**src/rtl/fp_to_fixed_stream.sv**
```systemverilog
// IEEE-754 single to signed fixed-point converter, two-stage valid/ready pipeline.
// S1 decodes and aligns the magnitude (one guard bit kept); S2 rounds, range-checks, negates and saturates.
module fp_to_fixed_stream #(
  parameter int INT_BITS  = 3,
  parameter int FRAC_BITS = 16,
  parameter int PI_LIMIT  = 1
) (
  input  logic                          clk,
  input  logic                          rst_n,
  input  logic                          in_valid,
  output logic                          in_ready,
  input  logic [31:0]                   in_data,
  input  logic                          in_sat,
  input  logic                          in_rnd,
  output logic                          out_valid,
  input  logic                          out_ready,
  output logic [INT_BITS+FRAC_BITS-1:0] out_data,
  output logic                          out_invalid,
  output logic                          out_ovf,
  output logic [7:0]                    err_cnt,
  input  logic                          cnt_clr
);

  localparam int W  = INT_BITS + FRAC_BITS;
  // Aligned magnitude width: 24-bit mantissa shifted left by at most W+1, plus headroom.
  localparam int VW = W + 26;
  localparam logic [30:0] PI_ABS = 31'h40490FDB;

  // Fixed-point magnitude of pi (mantissa 0xC90FDB, exponent 1) under either rounding mode.
  function automatic logic [VW-1:0] pi_mag_f(input logic rnd);
    logic [127:0] v;
    int           s;
    s = FRAC_BITS - 21;
    if (s >= 0) v = 128'(24'hC90FDB) << s;
    else        v = 128'(24'hC90FDB) >> (-s);
    v = (v >> 1) + ((rnd && v[0]) ? 128'd1 : 128'd0);
    return v[VW-1:0];
  endfunction

  localparam logic [VW-1:0] MAX_POS = (VW'(1) << (W - 1)) - VW'(1);
  localparam logic [VW-1:0] MAX_NEG = VW'(1) << (W - 1);
  localparam logic [VW-1:0] PI_T    = pi_mag_f(1'b0);
  localparam logic [VW-1:0] PI_R    = pi_mag_f(1'b1);
  localparam logic [VW-1:0] SPT_V = (PI_LIMIT != 0 && PI_T < MAX_POS) ? PI_T : MAX_POS;
  localparam logic [VW-1:0] SPR_V = (PI_LIMIT != 0 && PI_R < MAX_POS) ? PI_R : MAX_POS;
  localparam logic [VW-1:0] SNT_V = (PI_LIMIT != 0 && PI_T < MAX_NEG) ? PI_T : MAX_NEG;
  localparam logic [VW-1:0] SNR_V = (PI_LIMIT != 0 && PI_R < MAX_NEG) ? PI_R : MAX_NEG;
  localparam logic [W-1:0]  SAT_POS_T = SPT_V[W-1:0];
  localparam logic [W-1:0]  SAT_POS_R = SPR_V[W-1:0];
  localparam logic [W-1:0]  SAT_NEG_T = SNT_V[W-1:0];
  localparam logic [W-1:0]  SAT_NEG_R = SNR_V[W-1:0];

  // Handshake: a word moves across an interface on a rising edge where valid & ready are
  // both high; valid never depends on ready, and a stalled output holds its word unchanged.
  logic s1_v_q, s1_v_d;
  logic s2_load, in_fire, out_fire;
  logic out_valid_q, out_valid_d;

  assign s2_load  = s1_v_q & (~out_valid_q | out_ready);
  assign in_ready = ~s1_v_q | s2_load;
  assign in_fire  = in_valid & in_ready;
  assign out_fire = out_valid_q & out_ready;

  // ---------------- S1: decode / classify / align ----------------
  logic [7:0]        dec_exp, dec_eeff;
  logic [22:0]       dec_frac;
  logic [23:0]       dec_mant;
  logic signed [11:0] dec_sh;
  logic [11:0]       dec_nsh;
  logic              dec_nan, dec_inf, dec_big, dec_piov;
  logic [VW-1:0]     dec_val;

  always_comb begin
    dec_exp  = in_data[30:23];
    dec_frac = in_data[22:0];
    dec_nan  = (dec_exp == 8'hFF) && (dec_frac != 23'd0);
    dec_inf  = (dec_exp == 8'hFF) && (dec_frac == 23'd0);
    dec_mant = (dec_exp == 8'd0) ? {1'b0, dec_frac} : {1'b1, dec_frac};
    dec_eeff = (dec_exp == 8'd0) ? 8'd1 : dec_exp;
    // Shift that places value*2^(FRAC_BITS+1) (one guard bit) at integer position.
    dec_sh   = $signed({4'b0, dec_eeff}) + $signed(12'(FRAC_BITS + 1 - 150));
    dec_nsh  = -dec_sh;
    dec_big  = dec_sh > $signed(12'(W + 1));
    dec_piov = in_data[30:0] > PI_ABS;
    dec_val  = '0;
    if (dec_sh >= 12'sd0) dec_val = VW'(dec_mant) << dec_sh[10:0];
    else                  dec_val = VW'(dec_mant) >> dec_nsh;
  end

  logic          s1_sign_q, s1_nan_q, s1_inf_q, s1_big_q, s1_piov_q, s1_sat_q, s1_rnd_q;
  logic [VW-1:0] s1_val_q;

  always_comb begin
    s1_v_d = s1_v_q;
    if (in_fire)      s1_v_d = 1'b1;
    else if (s2_load) s1_v_d = 1'b0;
  end

  always_ff @(posedge clk) begin
    if (!rst_n) begin
      s1_v_q    <= 1'b0;
      s1_sign_q <= 1'b0;
      s1_nan_q  <= 1'b0;
      s1_inf_q  <= 1'b0;
      s1_big_q  <= 1'b0;
      s1_piov_q <= 1'b0;
      s1_sat_q  <= 1'b0;
      s1_rnd_q  <= 1'b0;
      s1_val_q  <= '0;
    end else begin
      s1_v_q <= s1_v_d;
      if (in_fire) begin
        s1_sign_q <= in_data[31];
        s1_nan_q  <= dec_nan;
        s1_inf_q  <= dec_inf;
        s1_big_q  <= dec_big;
        s1_piov_q <= dec_piov;
        s1_sat_q  <= in_sat;
        s1_rnd_q  <= in_rnd;
        s1_val_q  <= dec_val;
      end
    end
  end

  // ---------------- S2: round / range-check / negate / saturate ----------------
  logic [VW-1:0] mag_t, mag_r;
  logic          mag_over, oor;
  logic [W-1:0]  sat_mag, sel_mag;
  logic [W-1:0]  out_data_d;
  logic          out_invalid_d, out_ovf_d;

  always_comb begin
    mag_t    = s1_val_q >> 1;
    mag_r    = mag_t + VW'(s1_rnd_q & s1_val_q[0]);
    mag_over = s1_sign_q ? (mag_r > MAX_NEG) : (mag_r > MAX_POS);
    oor      = s1_inf_q | s1_big_q | mag_over | ((PI_LIMIT != 0) & s1_piov_q);
    if (s1_sign_q) sat_mag = s1_rnd_q ? SAT_NEG_R : SAT_NEG_T;
    else           sat_mag = s1_rnd_q ? SAT_POS_R : SAT_POS_T;
    sel_mag       = oor ? sat_mag : mag_r[W-1:0];
    out_data_d    = s1_sign_q ? (~sel_mag + W'(1)) : sel_mag;
    out_invalid_d = 1'b0;
    out_ovf_d     = 1'b0;
    if (s1_nan_q || (oor && !s1_sat_q)) begin
      out_data_d    = '0;
      out_invalid_d = 1'b1;
    end else if (oor) begin
      out_ovf_d = 1'b1;
    end
  end

  always_comb begin
    out_valid_d = out_valid_q;
    if (s2_load)       out_valid_d = 1'b1;
    else if (out_fire) out_valid_d = 1'b0;
  end

  logic [W-1:0] out_data_q;
  logic         out_invalid_q, out_ovf_q;
  logic [7:0]   err_cnt_q, err_cnt_d;

  always_comb begin
    err_cnt_d = err_cnt_q;
    if (cnt_clr)
      err_cnt_d = 8'd0;
    else if (out_fire && (out_invalid_q || out_ovf_q) && err_cnt_q != 8'hFF)
      err_cnt_d = err_cnt_q + 8'd1;
  end

  always_ff @(posedge clk) begin
    if (!rst_n) begin
      out_valid_q   <= 1'b0;
      out_data_q    <= '0;
      out_invalid_q <= 1'b0;
      out_ovf_q     <= 1'b0;
      err_cnt_q     <= 8'd0;
    end else begin
      out_valid_q <= out_valid_d;
      err_cnt_q   <= err_cnt_d;
      if (s2_load) begin
        out_data_q    <= out_data_d;
        out_invalid_q <= out_invalid_d;
        out_ovf_q     <= out_ovf_d;
      end
    end
  end

  assign out_valid   = out_valid_q;
  assign out_data    = out_data_q;
  assign out_invalid = out_invalid_q;
  assign out_ovf     = out_ovf_q;
  assign err_cnt     = err_cnt_q;

endmodule

```
**config.mk**
```make
export PLATFORM = sky130hd
export DESIGN_NAME = fp_to_fixed_stream
export DESIGN_NICKNAME = d
export VERILOG_FILES = /design/src/rtl/fp_to_fixed_stream.sv
export SDC_FILE = /design/constraint.sdc
export NUM_CORES = 1
export LEC_CHECK = 0
export CORE_MARGIN = 2
export CORE_UTILIZATION = 55
export CTS_BUF_LIST = sky130_fd_sc_hd__clkbuf_8
export DETAILED_ROUTE_END_ITERATION = 7
export PLACE_DENSITY = 0.77
export RECOVER_POWER = 25
export SLEW_MARGIN = 20
export SYNTH_ARGS = -nofsm -noshare
export SYNTH_HDL_FRONTEND = slang
export SYNTH_SLANG_ARGS = --single-unit
```
**constraint.sdc**
```tcl
create_clock -name clk -period 12.92 [get_ports clk]
set_input_delay 3.23 -clock clk [delete_from_list [all_inputs] [get_ports clk]]
set_output_delay 3.23 -clock clk [all_outputs]
set_load 0.005 [all_outputs]
```
==> metrics.md <==
| Metric | Value |
|---|---|
| Actual slew at the worst max-slew pin | `0.930 ns` |
| Fin crit share | `0.636` |
| Post-cts gate resize count | `0` |
| Final Util | `0.623` |
| Fin. Hold Viols | `0` |
| GPL Wtd Cong | `1.05` |
| CP bufs+invs | `2` |
| Peak Freq | `122 MHz` |
| Slowest stage cell, crit path | `clkdlybuf4s50_1` |
| Syn avg cell area | `7.17 µm²` |
| Top-area cell type share of the netlist area | `0.204` |
| Final Total Pwr | `766 µW` |
| Inserted Diodes | `0` |
| Cell class contributing the biggest share of worst-path delay | `buffers and inverters` |
| Post-Syn Instances | `1,136` |
| Crit Path Class | `input port to flip-flop` |
| Most common cell in the synthesized netlist | `nand2_1` |
| Wire per inst | `19.8 µm` |
| Length of the first detailed-routing pass in iterations | `6` |
| Placed insts | `1,315` |
| Drt first-iter violations | `1,135` |
| FFs w/ async S/R, synth | `0` |
| Seq cells post-synth | `83` |
| Fin. max-slew vios | `0` |
| Via count | `8,873` |
| Most frequent CP cell | `a221oi_1` |
| HPWL after DPL | `20,100 µm` |
| Post-Syn Nets | `1,181` |
| Number of I/O pins | `70` |
| EDFF count, synth | `0` |
| Root Buffer | `clkbuf_8` |
| Setup TNS | `0 ns` |
| Final min period | `8.22 ns` |
| CTS tree | `yes` |
| Hold Slack | `0.449 ns` |
| PwrDens | `84.9 mW/mm²` |
| Syn-to-layout area delta | `10.8%` |
| Antenna violations before repair | `0` |
| Yosys cell types | `80` |
| RSZ-0062 raised after global routing | `false` |
| Global route overflow | `0` |
| Final Non-Filler Cells | `1,330` |
| Cell Chain, Critical Path | `clkdlybuf4s50_1, clkinv_1, ha_1, nor2b_1, nor3_1, or2_2, xnor2_1, a221oi_1, and2_1, o211ai_1, a221oi_1` |
| Total GRT Usage | `0.328` |
| Peak supply drop | `50.0 µV` |
| Final setup violation count | `0` |
| First-pass GRT wire length | `42,400 µm` |
| Synth warn | `0` |
| Fin Clk Skew | `0.0109 ns` |
| Chip Height | `126 µm` |
| Synthesized cell area | `0.00814 mm²` |
| Vias in the first global route | `7,983` |
| Final ANT Viol Nets | `0` |
| Leakage Power | `0.00347 µW` |
| Commonest cells in the netlist | `nand2_1, mux2i_1, a21oi_1, nor2_1, dfxtp_1` |
| Worst-Skew Late Latency | `0.37 ns` |
| Relative max-transition margin | `0.372` |
| Routed WL | `26,300 µm` |
| Die area | `0.0158 mm²` |
| Met2 global-route usage | `0.520` |
| Initial Util | `0.562` |
| GR peak layer | `met2` |
| Layout cells sized above 1 | `0.0593` |
| Layout Nets | `1,187` |
| Critical Path AT | `8.50 ns` |
| Cell Rows | `44` |
| Worst path max stage delay | `0.96 ns` |
| Post-CTS Setup Repair Bufs | `0` |
| Hold buffers post-CTS | `0` |
| Port Buffers | `69` |
| CP Launch Type | `input port` |
| Largest net degree at the start of global routing | `51` |
| Met1 Use GR | `0.452` |
| Yosys top cell by area | `dfxtp_1` |
| Seq/Total Area, Yosys | `0.204` |
| GRT met3 Usage | `0.0484` |
| Clock Sinks | `83` |
| Outcome | `finished clean` |
| Vias/cell | `6.67` |
| Ys flop type | `dfxtp_1` |
| WP data required | `13.20 ns` |
| Crit end category | `flip-flop` |
| Core area | `0.0145 mm²` |
| Reg clk slew, reported paths | `0.09 ns` |
| Critical Path Fanout Max | `28` |
| Largest cells by area after synthesis | `dfxtp_1, mux2i_1, nand2_1` |
| CTS buffer count | `9` |
| Clock Tree Buf Depth | `2` |
| Max cap viols | `0` |
| H-Tree Level Count | `3` |
| Worst hold path type | `flip-flop to flip-flop` |
| Die X | `126 µm` |
| Drt drc | `0` |
## per-layer routing
metal | wire (µm) | up-vias
li1 | - | 4258
met1 | 11500 | 4111
met2 | 11800 | 437
met3 | 2140 | 67
met4 | 917 | 0
met5 | 0 | -
## logic make-up after synthesis
logic type                 share of synthesized area
DFF                                            0.204
AOI/OAI and AO/OA                              0.261
xor gates and xnor gates                      0.0559
adders and majority gates                    0.00922
and+or+nand+nor                                0.277
muxes                                          0.136
buffers and inverters                         0.0559
## flip-flops by register name, summed over array words and instances, names as in the netlist
signal and count:
s1_sat_q 1, s1_v_q 1, s1_inf_q 1, out_ovf 1, out_invalid 1, s1_big_q 1, s1_piov_q 1, out_valid 1
err_cnt 8, s1_nan_q 1, s1_sign_q 1, s1_val_q 45, s1_rnd_q 1, out_data 19
## worst min-delay path: stages, from the launching register on
cell,delay (ns)
dfxtp_1,0.33
nand2_1,0.04
o21ai_0,0.05
## layout by cell type (no fill, tap or decap), drive strengths merged, types with 11 or more instances in the layout
master / netlist / final
nand2: 149 / 149
mux2i: 93 / 93
a21oi: 84 / 84
nor2: 84 / 84
dfxtp: 83 / 83
o21ai: 81 / 81
nand3: 47 / 47
clkdlybuf4s50: 0 / 44
nor3: 33 / 33
nand4: 31 / 31
xor2: 28 / 28
dlygate4sd3: 0 / 25
xnor2: 24 / 24
inv: 20 / 21
and3: 20 / 20
a22oi: 20 / 20
a211oi: 19 / 19
buf: 27 / 17
and2: 17 / 17
nor4: 17 / 17
a31oi: 13 / 13
o211ai: 12 / 12
o31ai: 11 / 11
o22ai: 11 / 11
nor2b: 11 / 11
clkbuf: 64 / 11
## through the flow
step,cell area (µm²),setup slack [ns]
after floorplan,8140,5.03
after global placement,8830,4.46
after detailed placement,8830,4.41
after CTS,9020,4.80
after global routing,9020,4.10
final,9020,4.70
## worst paths after layout
check                   start            to  slack, ns  cells past startpoint
setup / recovery  in_data[24]  s1_val_q[11]       4.70                     11
setup reg to reg  s1_val_q[0]  out_data[16]       7.78                     18
hold reg to reg   out_data[1]   out_data[1]       0.45                      2
hold / removal    out_data[1]   out_data[1]       0.45                      2
## final cells by class
cell class	count	area [µm²]
clock buffers	11	151
inverters	22	82.6
repair buffers	86	818
multi-input cells	940	6040
flip-flops and latches	83	1660
clock inverters	4	33.8
fillers	1359	5460
well taps	184	230
## report_power, final
part           switching (µW)  internal, µW  leakage, µW
clock network            99.4          80.6    0.0000920
logic                     199           112      0.00270
registers                10.9           264     0.000674
total                     309           457      0.00347
Note: power is estimated with default switching activity, not from simulation.
